File: src/rtl/mem_port_arbiter_if.sv
// ============================================================================
// Module      : mem_port_arbiter_if
// Description : Bundle of requester-side and physical-memory-side signals
//               shared by the two-requester memory port arbiter.
// Revision    : 1.0 - initial release
// ============================================================================
`default_nettype none

interface mem_port_arbiter_if #(
    parameter int ADDR_W = 32,
    parameter int DATA_W = 32
);
    // instruction-side requester
    logic                  i_read;
    logic [ADDR_W-1:0]     i_address;
    logic [DATA_W-1:0]     i_rdata;
    logic                  i_resp;
    // data-side requester
    logic                  d_read;
    logic                  d_write;
    logic [DATA_W/8-1:0]   d_byte_enable;
    logic [ADDR_W-1:0]     d_address;
    logic [DATA_W-1:0]     d_wdata;
    logic [DATA_W-1:0]     d_rdata;
    logic                  d_resp;
    // physical memory port
    logic                  pmem_read;
    logic                  pmem_write;
    logic [DATA_W/8-1:0]   pmem_byte_enable;
    logic [ADDR_W-1:0]     pmem_address;
    logic [DATA_W-1:0]     pmem_wdata;
    logic [DATA_W-1:0]     pmem_rdata;
    logic                  pmem_resp;

    // arbiter view
    modport slave (
        input  i_read, i_address,
        output i_rdata, i_resp,
        input  d_read, d_write, d_byte_enable, d_address, d_wdata,
        output d_rdata, d_resp,
        output pmem_read, pmem_write, pmem_byte_enable, pmem_address, pmem_wdata,
        input  pmem_rdata, pmem_resp
    );

    // requester / memory environment view
    modport master (
        output i_read, i_address,
        input  i_rdata, i_resp,
        output d_read, d_write, d_byte_enable, d_address, d_wdata,
        input  d_rdata, d_resp,
        input  pmem_read, pmem_write, pmem_byte_enable, pmem_address, pmem_wdata,
        output pmem_rdata, pmem_resp
    );
endinterface

`default_nettype wire

File: src/rtl/mem_port_arbiter.sv
// ============================================================================
// Module      : mem_port_arbiter
// Description : Shares one physical memory port between the instruction and
//               data requesters, with a transaction watchdog. Optional macro
//               ARB_ROUND_ROBIN_EN alternates grants under contention.
// Revision    : 1.0 - initial release
// ============================================================================
`default_nettype none

module mem_port_arbiter #(
    parameter int ADDR_W         = 32,
    parameter int DATA_W         = 32,
    parameter int TIMEOUT_CYCLES = 256
) (
    input  wire logic           clk,
    input  wire logic           rst_n,
    mem_port_arbiter_if.slave   bus,
    output logic                timeout_err
);

    localparam int C_BE_W = DATA_W / 8;
    localparam int C_WD_W = (TIMEOUT_CYCLES > 1) ? $clog2(TIMEOUT_CYCLES) : 1;
    localparam logic [C_WD_W-1:0] C_WD_LAST =
        C_WD_W'((TIMEOUT_CYCLES > 0) ? TIMEOUT_CYCLES - 1 : 0);
    localparam logic C_WD_EN = (TIMEOUT_CYCLES > 0);

    localparam logic [1:0] C_IDLE    = 2'd0;
    localparam logic [1:0] C_SERVE_I = 2'd1;
    localparam logic [1:0] C_SERVE_D = 2'd2;

    logic [1:0]        state_q, state_d;
    logic              pmem_read_q, pmem_read_d;
    logic              pmem_write_q, pmem_write_d;
    logic [ADDR_W-1:0] pmem_address_q, pmem_address_d;
    logic [DATA_W-1:0] pmem_wdata_q, pmem_wdata_d;
    logic [C_BE_W-1:0] pmem_be_q, pmem_be_d;
    logic [C_WD_W-1:0] wd_cnt_q, wd_cnt_d;
    logic              timeout_err_q, timeout_err_d;

    logic w_d_req;
    logic w_grant_d;
    logic w_grant_i;
    logic w_serving;
    logic w_timeout_hit;
    logic w_done;

    assign w_d_req = bus.d_read | bus.d_write;

`ifdef ARB_ROUND_ROBIN_EN
    // set when the data side won the most recent grant
    logic last_grant_q, last_grant_d;

    assign w_grant_d = w_d_req & (~bus.i_read | ~last_grant_q);

    always_comb begin
        last_grant_d = last_grant_q;
        if (state_q == C_IDLE) begin
            if (w_grant_d) begin
                last_grant_d = 1'b1;
            end else if (w_grant_i) begin
                last_grant_d = 1'b0;
            end
        end
    end

    always_ff @(posedge clk or negedge rst_n) begin
        if (!rst_n) begin
            last_grant_q <= 1'b0;
        end else begin
            last_grant_q <= last_grant_d;
        end
    end
`else
    assign w_grant_d = w_d_req;
`endif

    assign w_grant_i     = bus.i_read & ~w_grant_d;
    assign w_serving     = (state_q == C_SERVE_I) || (state_q == C_SERVE_D);
    // a real response in the expiry cycle wins over the watchdog
    assign w_timeout_hit = C_WD_EN && w_serving && !bus.pmem_resp &&
                           (wd_cnt_q == C_WD_LAST);
    assign w_done        = w_serving && (bus.pmem_resp || w_timeout_hit);

    // state register
    always_ff @(posedge clk or negedge rst_n) begin
        if (!rst_n) begin
            state_q <= C_IDLE;
        end else begin
            state_q <= state_d;
        end
    end

    // next state and latched request payload
    always_comb begin
        state_d        = state_q;
        pmem_read_d    = pmem_read_q;
        pmem_write_d   = pmem_write_q;
        pmem_address_d = pmem_address_q;
        pmem_wdata_d   = pmem_wdata_q;
        pmem_be_d      = pmem_be_q;
        case (state_q)
            C_IDLE: begin
                if (w_grant_d) begin
                    state_d        = C_SERVE_D;
                    pmem_write_d   = bus.d_write;
                    pmem_read_d    = bus.d_read & ~bus.d_write;
                    pmem_address_d = bus.d_address;
                    pmem_wdata_d   = bus.d_wdata;
                    pmem_be_d      = bus.d_byte_enable;
                end else if (w_grant_i) begin
                    state_d        = C_SERVE_I;
                    pmem_write_d   = 1'b0;
                    pmem_read_d    = 1'b1;
                    pmem_address_d = bus.i_address;
                    pmem_wdata_d   = '0;
                    pmem_be_d      = {C_BE_W{1'b1}};
                end
            end
            C_SERVE_I, C_SERVE_D: begin
                if (w_done) begin
                    state_d      = C_IDLE;
                    pmem_read_d  = 1'b0;
                    pmem_write_d = 1'b0;
                end
            end
            default: begin
                state_d      = C_IDLE;
                pmem_read_d  = 1'b0;
                pmem_write_d = 1'b0;
            end
        endcase
    end

    always_comb begin
        wd_cnt_d      = '0;
        timeout_err_d = timeout_err_q | w_timeout_hit;
        if (w_serving && !w_done) begin
            wd_cnt_d = wd_cnt_q + C_WD_W'(1);
        end
    end

    always_ff @(posedge clk or negedge rst_n) begin
        if (!rst_n) begin
            pmem_read_q    <= 1'b0;
            pmem_write_q   <= 1'b0;
            pmem_address_q <= '0;
            pmem_wdata_q   <= '0;
            pmem_be_q      <= '0;
            wd_cnt_q       <= '0;
            timeout_err_q  <= 1'b0;
        end else begin
            pmem_read_q    <= pmem_read_d;
            pmem_write_q   <= pmem_write_d;
            pmem_address_q <= pmem_address_d;
            pmem_wdata_q   <= pmem_wdata_d;
            pmem_be_q      <= pmem_be_d;
            wd_cnt_q       <= wd_cnt_d;
            timeout_err_q  <= timeout_err_d;
        end
    end

    // outputs: completion is combinational on pmem_resp or watchdog expiry
    always_comb begin
        bus.i_resp  = 1'b0;
        bus.i_rdata = '0;
        bus.d_resp  = 1'b0;
        bus.d_rdata = '0;
        if (w_done && (state_q == C_SERVE_I)) begin
            bus.i_resp  = 1'b1;
            bus.i_rdata = bus.pmem_resp ? bus.pmem_rdata : '0;
        end
        if (w_done && (state_q == C_SERVE_D)) begin
            bus.d_resp  = 1'b1;
            bus.d_rdata = bus.pmem_resp ? bus.pmem_rdata : '0;
        end
        bus.pmem_read        = pmem_read_q;
        bus.pmem_write       = pmem_write_q;
        bus.pmem_address     = pmem_address_q;
        bus.pmem_wdata       = pmem_wdata_q;
        bus.pmem_byte_enable = pmem_be_q;
        timeout_err          = timeout_err_q | w_timeout_hit;
    end

endmodule

`default_nettype wire

File: src/flat_wrapper.sv
// flat-port wrapper written by rule: the top's interface ports become plain ports
module mem_port_arbiter_flat 
#(
    parameter int ADDR_W         = 32,
    parameter int DATA_W         = 32,
    parameter int TIMEOUT_CYCLES = 256
)
  (clk, rst_n, timeout_err, bus_i_read, bus_i_address, bus_i_rdata, bus_i_resp, bus_d_read, bus_d_write, bus_d_byte_enable, bus_d_address, bus_d_wdata, bus_d_rdata, bus_d_resp, bus_pmem_read, bus_pmem_write, bus_pmem_byte_enable, bus_pmem_address, bus_pmem_wdata, bus_pmem_rdata, bus_pmem_resp);
  mem_port_arbiter_if #(.ADDR_W(ADDR_W), .DATA_W(DATA_W)) bus_i ();
  input  wire logic clk;
  input  wire logic rst_n;
  output logic timeout_err;
  input wire logic [$bits(bus_i.i_read)-1:0] bus_i_read;
  input wire logic [$bits(bus_i.i_address)-1:0] bus_i_address;
  output wire logic [$bits(bus_i.i_rdata)-1:0] bus_i_rdata;
  output wire logic [$bits(bus_i.i_resp)-1:0] bus_i_resp;
  input wire logic [$bits(bus_i.d_read)-1:0] bus_d_read;
  input wire logic [$bits(bus_i.d_write)-1:0] bus_d_write;
  input wire logic [$bits(bus_i.d_byte_enable)-1:0] bus_d_byte_enable;
  input wire logic [$bits(bus_i.d_address)-1:0] bus_d_address;
  input wire logic [$bits(bus_i.d_wdata)-1:0] bus_d_wdata;
  output wire logic [$bits(bus_i.d_rdata)-1:0] bus_d_rdata;
  output wire logic [$bits(bus_i.d_resp)-1:0] bus_d_resp;
  output wire logic [$bits(bus_i.pmem_read)-1:0] bus_pmem_read;
  output wire logic [$bits(bus_i.pmem_write)-1:0] bus_pmem_write;
  output wire logic [$bits(bus_i.pmem_byte_enable)-1:0] bus_pmem_byte_enable;
  output wire logic [$bits(bus_i.pmem_address)-1:0] bus_pmem_address;
  output wire logic [$bits(bus_i.pmem_wdata)-1:0] bus_pmem_wdata;
  input wire logic [$bits(bus_i.pmem_rdata)-1:0] bus_pmem_rdata;
  input wire logic [$bits(bus_i.pmem_resp)-1:0] bus_pmem_resp;
  assign bus_i.i_read = bus_i_read;
  assign bus_i.i_address = bus_i_address;
  assign bus_i_rdata = bus_i.i_rdata;
  assign bus_i_resp = bus_i.i_resp;
  assign bus_i.d_read = bus_d_read;
  assign bus_i.d_write = bus_d_write;
  assign bus_i.d_byte_enable = bus_d_byte_enable;
  assign bus_i.d_address = bus_d_address;
  assign bus_i.d_wdata = bus_d_wdata;
  assign bus_d_rdata = bus_i.d_rdata;
  assign bus_d_resp = bus_i.d_resp;
  assign bus_pmem_read = bus_i.pmem_read;
  assign bus_pmem_write = bus_i.pmem_write;
  assign bus_pmem_byte_enable = bus_i.pmem_byte_enable;
  assign bus_pmem_address = bus_i.pmem_address;
  assign bus_pmem_wdata = bus_i.pmem_wdata;
  assign bus_i.pmem_rdata = bus_pmem_rdata;
  assign bus_i.pmem_resp = bus_pmem_resp;
  mem_port_arbiter #(.ADDR_W(ADDR_W), .DATA_W(DATA_W), .TIMEOUT_CYCLES(TIMEOUT_CYCLES)) u_core (.clk(clk), .rst_n(rst_n), .bus(bus_i), .timeout_err(timeout_err));
endmodule
File: config.mk
export PLATFORM = sky130hd
export DESIGN_NAME = mem_port_arbiter_flat
export DESIGN_NICKNAME = d
export VERILOG_FILES = /design/src/rtl/mem_port_arbiter_if.sv /design/src/rtl/mem_port_arbiter.sv /design/src/flat_wrapper.sv
export SDC_FILE = /design/constraint.sdc
export NUM_CORES = 1
export LEC_CHECK = 0
export BUFFER_PORTS_ARGS = -buffer_cell sky130_fd_sc_hd__buf_4
export CAP_MARGIN = 25
export CORE_AREA = 2 2 107 109
export CTS_BUF_LIST = sky130_fd_sc_hd__clkbuf_8
export CTS_CLUSTER_DIAMETER = 80
export DETAILED_ROUTE_END_ITERATION = 10
export DIE_AREA = 0 0 109 111
export PLACE_DENSITY = 0.74
export SYNTH_ARGS = -nofsm -noshare
export SYNTH_HDL_FRONTEND = slang
export SYNTH_SLANG_ARGS = --single-unit
File: constraint.sdc
create_clock -name clk -period 1.48 [get_ports clk]
set_clock_uncertainty 0.1 [all_clocks]
set_input_delay 0.074 -clock clk [delete_from_list [all_inputs] [get_ports clk]]
set_output_delay 0.074 -clock clk [all_outputs]
set_load 0.01 [all_outputs]
==> qor.csv <==
stage,metric,value,unit
drt,Iter 0 DRT Violations,230,
sta,RSZ-0062 raised after global routing,true,
power_and_ir_drop,PwrDens,1674,nW/um^2
power_and_ir_drop,Gate power share,57.4,%
final_layout,Post-Layout Cell Count,932,
synthesis,Yosys top cell by area,dfrtp_1,
setup_path,Critical Path RT,1.31,ns
final_layout,register area,2027,um^2
sta,hold_ws,0.07369,ns
status,failing checks,negative setup slack,
floorplan,core footprint,11080,um^2
floorplan,num rows,39,
synthesis,Synth Flop Type,dfrtp_1,
clock_tree,Worst-Skew Late Latency,0.34,ns
sta,normalized max-slew margin,47.62,%
status,outcome,finished with violations,
final_layout,multi-input logic area,2301,um^2
floorplan,die footprint,12100,um^2
hold_path,hold path depth,3,
synthesis,syn avg cell area,10.61,um^2
grt,largest net degree at the start of global routing,65,
drt,DR vias,4820,
grt,vias in the first global route,4825,
flow_run,Max-Cap Viols,0,
drt,# DRC,0,
floorplan,die width,109,um
synthesis,Post-synth top cells,"81 x dfrtp_1, 63 x and2_1, 38 x nand2_1",
grt,initial antenna violation count,0,
grt,first-pass GRT wire length,23720,um
placed_design,HPWL reported at the end of detailed placement,9415,um
drt,wire length per cell,19.86,um
clock_tree,CTS tree,built,
clock_tree,CTS Sinks,81,
placed_design,pre-CTS WS,-0.09822,ns
drt,Pre-Repair DR Iteration Count,7,
drt,Via density,5.172,
synthesis,ranking of synthesized cells by area,"dfrtp_1 51%, and2_1 10%, mux2i_1 8.1%",
sta,setup_tns,-34.52,ns
setup_path,flop-to-flop setup slack,-0.15,ns
sta,final setup margin,-0.4404,ns
grt,Total Routing Usage GR,25.09,%
power_and_ir_drop,Pint,0.009089,W
floorplan,chip height,111,um
drt,Post-DRT Antenna Nets,0,
clock_tree,htree depth,3,
clock_tree,clk slew on worst S/H paths,0.08,ns
sta,Final Setup Violations,136,
power_and_ir_drop,sw power,0.005481,W
floorplan,top-level I/O count,275,
final_layout,ANT cells,0,
final_layout,Final Util,78.57,%
setup_path,critical path type,register to output port,
sta,Final Max Tran Viols,0,
power_and_ir_drop,Clock Power Share,15.1,%
grt,total grt overflow,0,
synthesis,syn_nets,513,
synthesis,Syn Inst Count,371,
synthesis,synthesis-stage register bit count,81,
final_layout,nets,926,
placed_design,Placed Cells,786,
power_and_ir_drop,part of the power in registers,27.5,%
power_and_ir_drop,Pleak,4.260,nW
synthesis,Netlist cell types,40,
clock_tree,cts bufs inserted,9,
clock_tree,CTS max path bufs,2,
placed_design,I/O Buffers,274,
synthesis,sequential cell area fraction in the yosys report,51.48,%
placed_design,global placement routability congestion,0.8350,
synthesis,Synth top area share,51.48,%
sta,post-layout min period,1.920,ns
power_and_ir_drop,Switching Fraction,37.62,%
sta,Tightest Pin Transition,0.7857,ns
sta,Final period util,129.8,%
synthesis,Yosys Warn Count,0,
synthesis,most common cell in the netlist,dfrtp_1,
sta,Final Hold Viols,0,
setup_path,Max Fanout on Critical Path,8,
final_layout,Synth-to-Final Area Change,121.0,%
synthesis,number of flops mapped to enable cells by yosys,0,
drt,Post-Route WL,18510,um
final_layout,layout cell share with drive strength beyond 1,58.30,%
hold_path,worst min path class,input pin to register,
setup_path,crit path DAT,1.75,ns
sta,f_max,520.7,MHz
floorplan,initial core utilization,35.55,%
setup_path,CP endpoint kind,output port,
synthesis,Post-synth ARST share,100.0,%
clock_tree,Root Buffer,clkbuf_8,
final_layout,fillers,662,
setup_path,FF-to-FF path depth,6,
power_and_ir_drop,Worst VDD drop,1.190,mV
setup_path,startpoint types,register,
synthesis,mapped cell area,3938,um^2
## worst paths after layout
check	to	start
max reg2reg	u_core.bus.pmem_wdata[14]$_DFFE_PN0P_	u_core.state_q[1]$_DFFE_PN0P_
min	u_core.state_q[0]$_DFFE_PN0P_	bus_d_read
max in group asynchronous	u_core.bus.pmem_wdata[15]$_DFFE_PN0P_	rst_n
max	bus_d_rdata[25]	u_core.state_q[1]$_DFFE_PN0P_
min reg2reg	u_core.timeout_err_q$_DFF_PN0_	u_core.timeout_err_q$_DFF_PN0_
min in group asynchronous	u_core.bus.pmem_address[15]$_DFFE_PN0P_	rst_n
## cell usage in the layout, fill, tap and decap left out, drive strengths merged, types with 5 or more instances in the layout
cell	instances
buf	316
dlygate4sd3	103
dfrtp	81
and2	63
nand2	38
o21ai	37
mux2i	32
a22o	32
clkbuf	18
nor2	9
inv	5
## final cells by class
cell class,instances,share of cell area (%)
repair buffers,427,44.88
multi-input cells,261,26.44
flip-flops and latches,81,23.29
well taps,143,2.056
clock buffers,10,1.581
clock inverters,6,1.581
inverters,4,0.1725
## sequential cells by signal, summed over array words and instances (netlist names)
register                     count
u_core.bus.pmem_address         32
u_core.bus.pmem_byte_enable      4
u_core.bus.pmem_read             1
u_core.bus.pmem_wdata           32
u_core.bus.pmem_write            1
u_core.state_q                   2
u_core.timeout_err_q             1
u_core.wd_cnt_q                  8
## worst max-delay path, cell delays in order, from the launching register on
cell       delay [ns]
dfrtp_1          0.38
inv_2            0.08
ha_4             0.28
and3_4           0.26
clkbuf_16        0.17
and2_4           0.13
buf_6            0.10
## cell families after synthesis
| logic type | synth area share (%) |
|---|---|
| AOI/OAI and AO/OA | 16.59 |
| xor gates and xnor gates | 0.4449 |
| DFF | 51.48 |
| muxes | 8.135 |
| adders and majority gates | 1.271 |
| and+or+nand+nor | 18.24 |
| buffers and inverters | 3.845 |
## layer usage
metal | up-vias | wire length [um] | global-route usage [%] | part of all wire (%)
li1 | 2149 | - | - | -
met5 | - | 0 | 0 | 0
met4 | 0 | 597 | 10.77 | 3.2
met2 | 208 | 9972 | 44.72 | 54
met1 | 2400 | 6926 | 28.17 | 37
met3 | 63 | 1016 | 5.585 | 5.5
## through the flow
step,instance area (um^2),power [W]
floorplan,3956,0.006409
global placement,6339,0.009263
detailed placement,6339,0.009423
CTS,7812,0.01222
global route,8703,0.01521
finish,8703,0.01457
## power by group through the flow
stage / Clock [W] / Combinational [W] / Sequential (W)
2_1_floorplan: 0 / 0.00224 / 0.00417
3_3_place_gp: 0 / 0.00551 / 0.00375
3_5_place_dp: 0 / 0.00567 / 0.00376
4_1_cts: 0.00222 / 0.00623 / 0.00377
5_1_grt: 0.00231 / 0.00878 / 0.00412
6_report: 0.00220 / 0.00836 / 0.00401
## timing repair
| action | 4_1_cts | 5_1_grt |
|---|---|---|
| endpoints found under the setup margin | 76 | 140 |
| cloned | 1 | 15 |
| resized for setup | 28 | 167 |
| hold buffers | 103 | 0 |
| hold endpoints to repair | 118 | 0 |
| pin swaps | 25 | 93 |
| buffers inserted | 4 | 8 |
(Power assumes the default switching activity.)
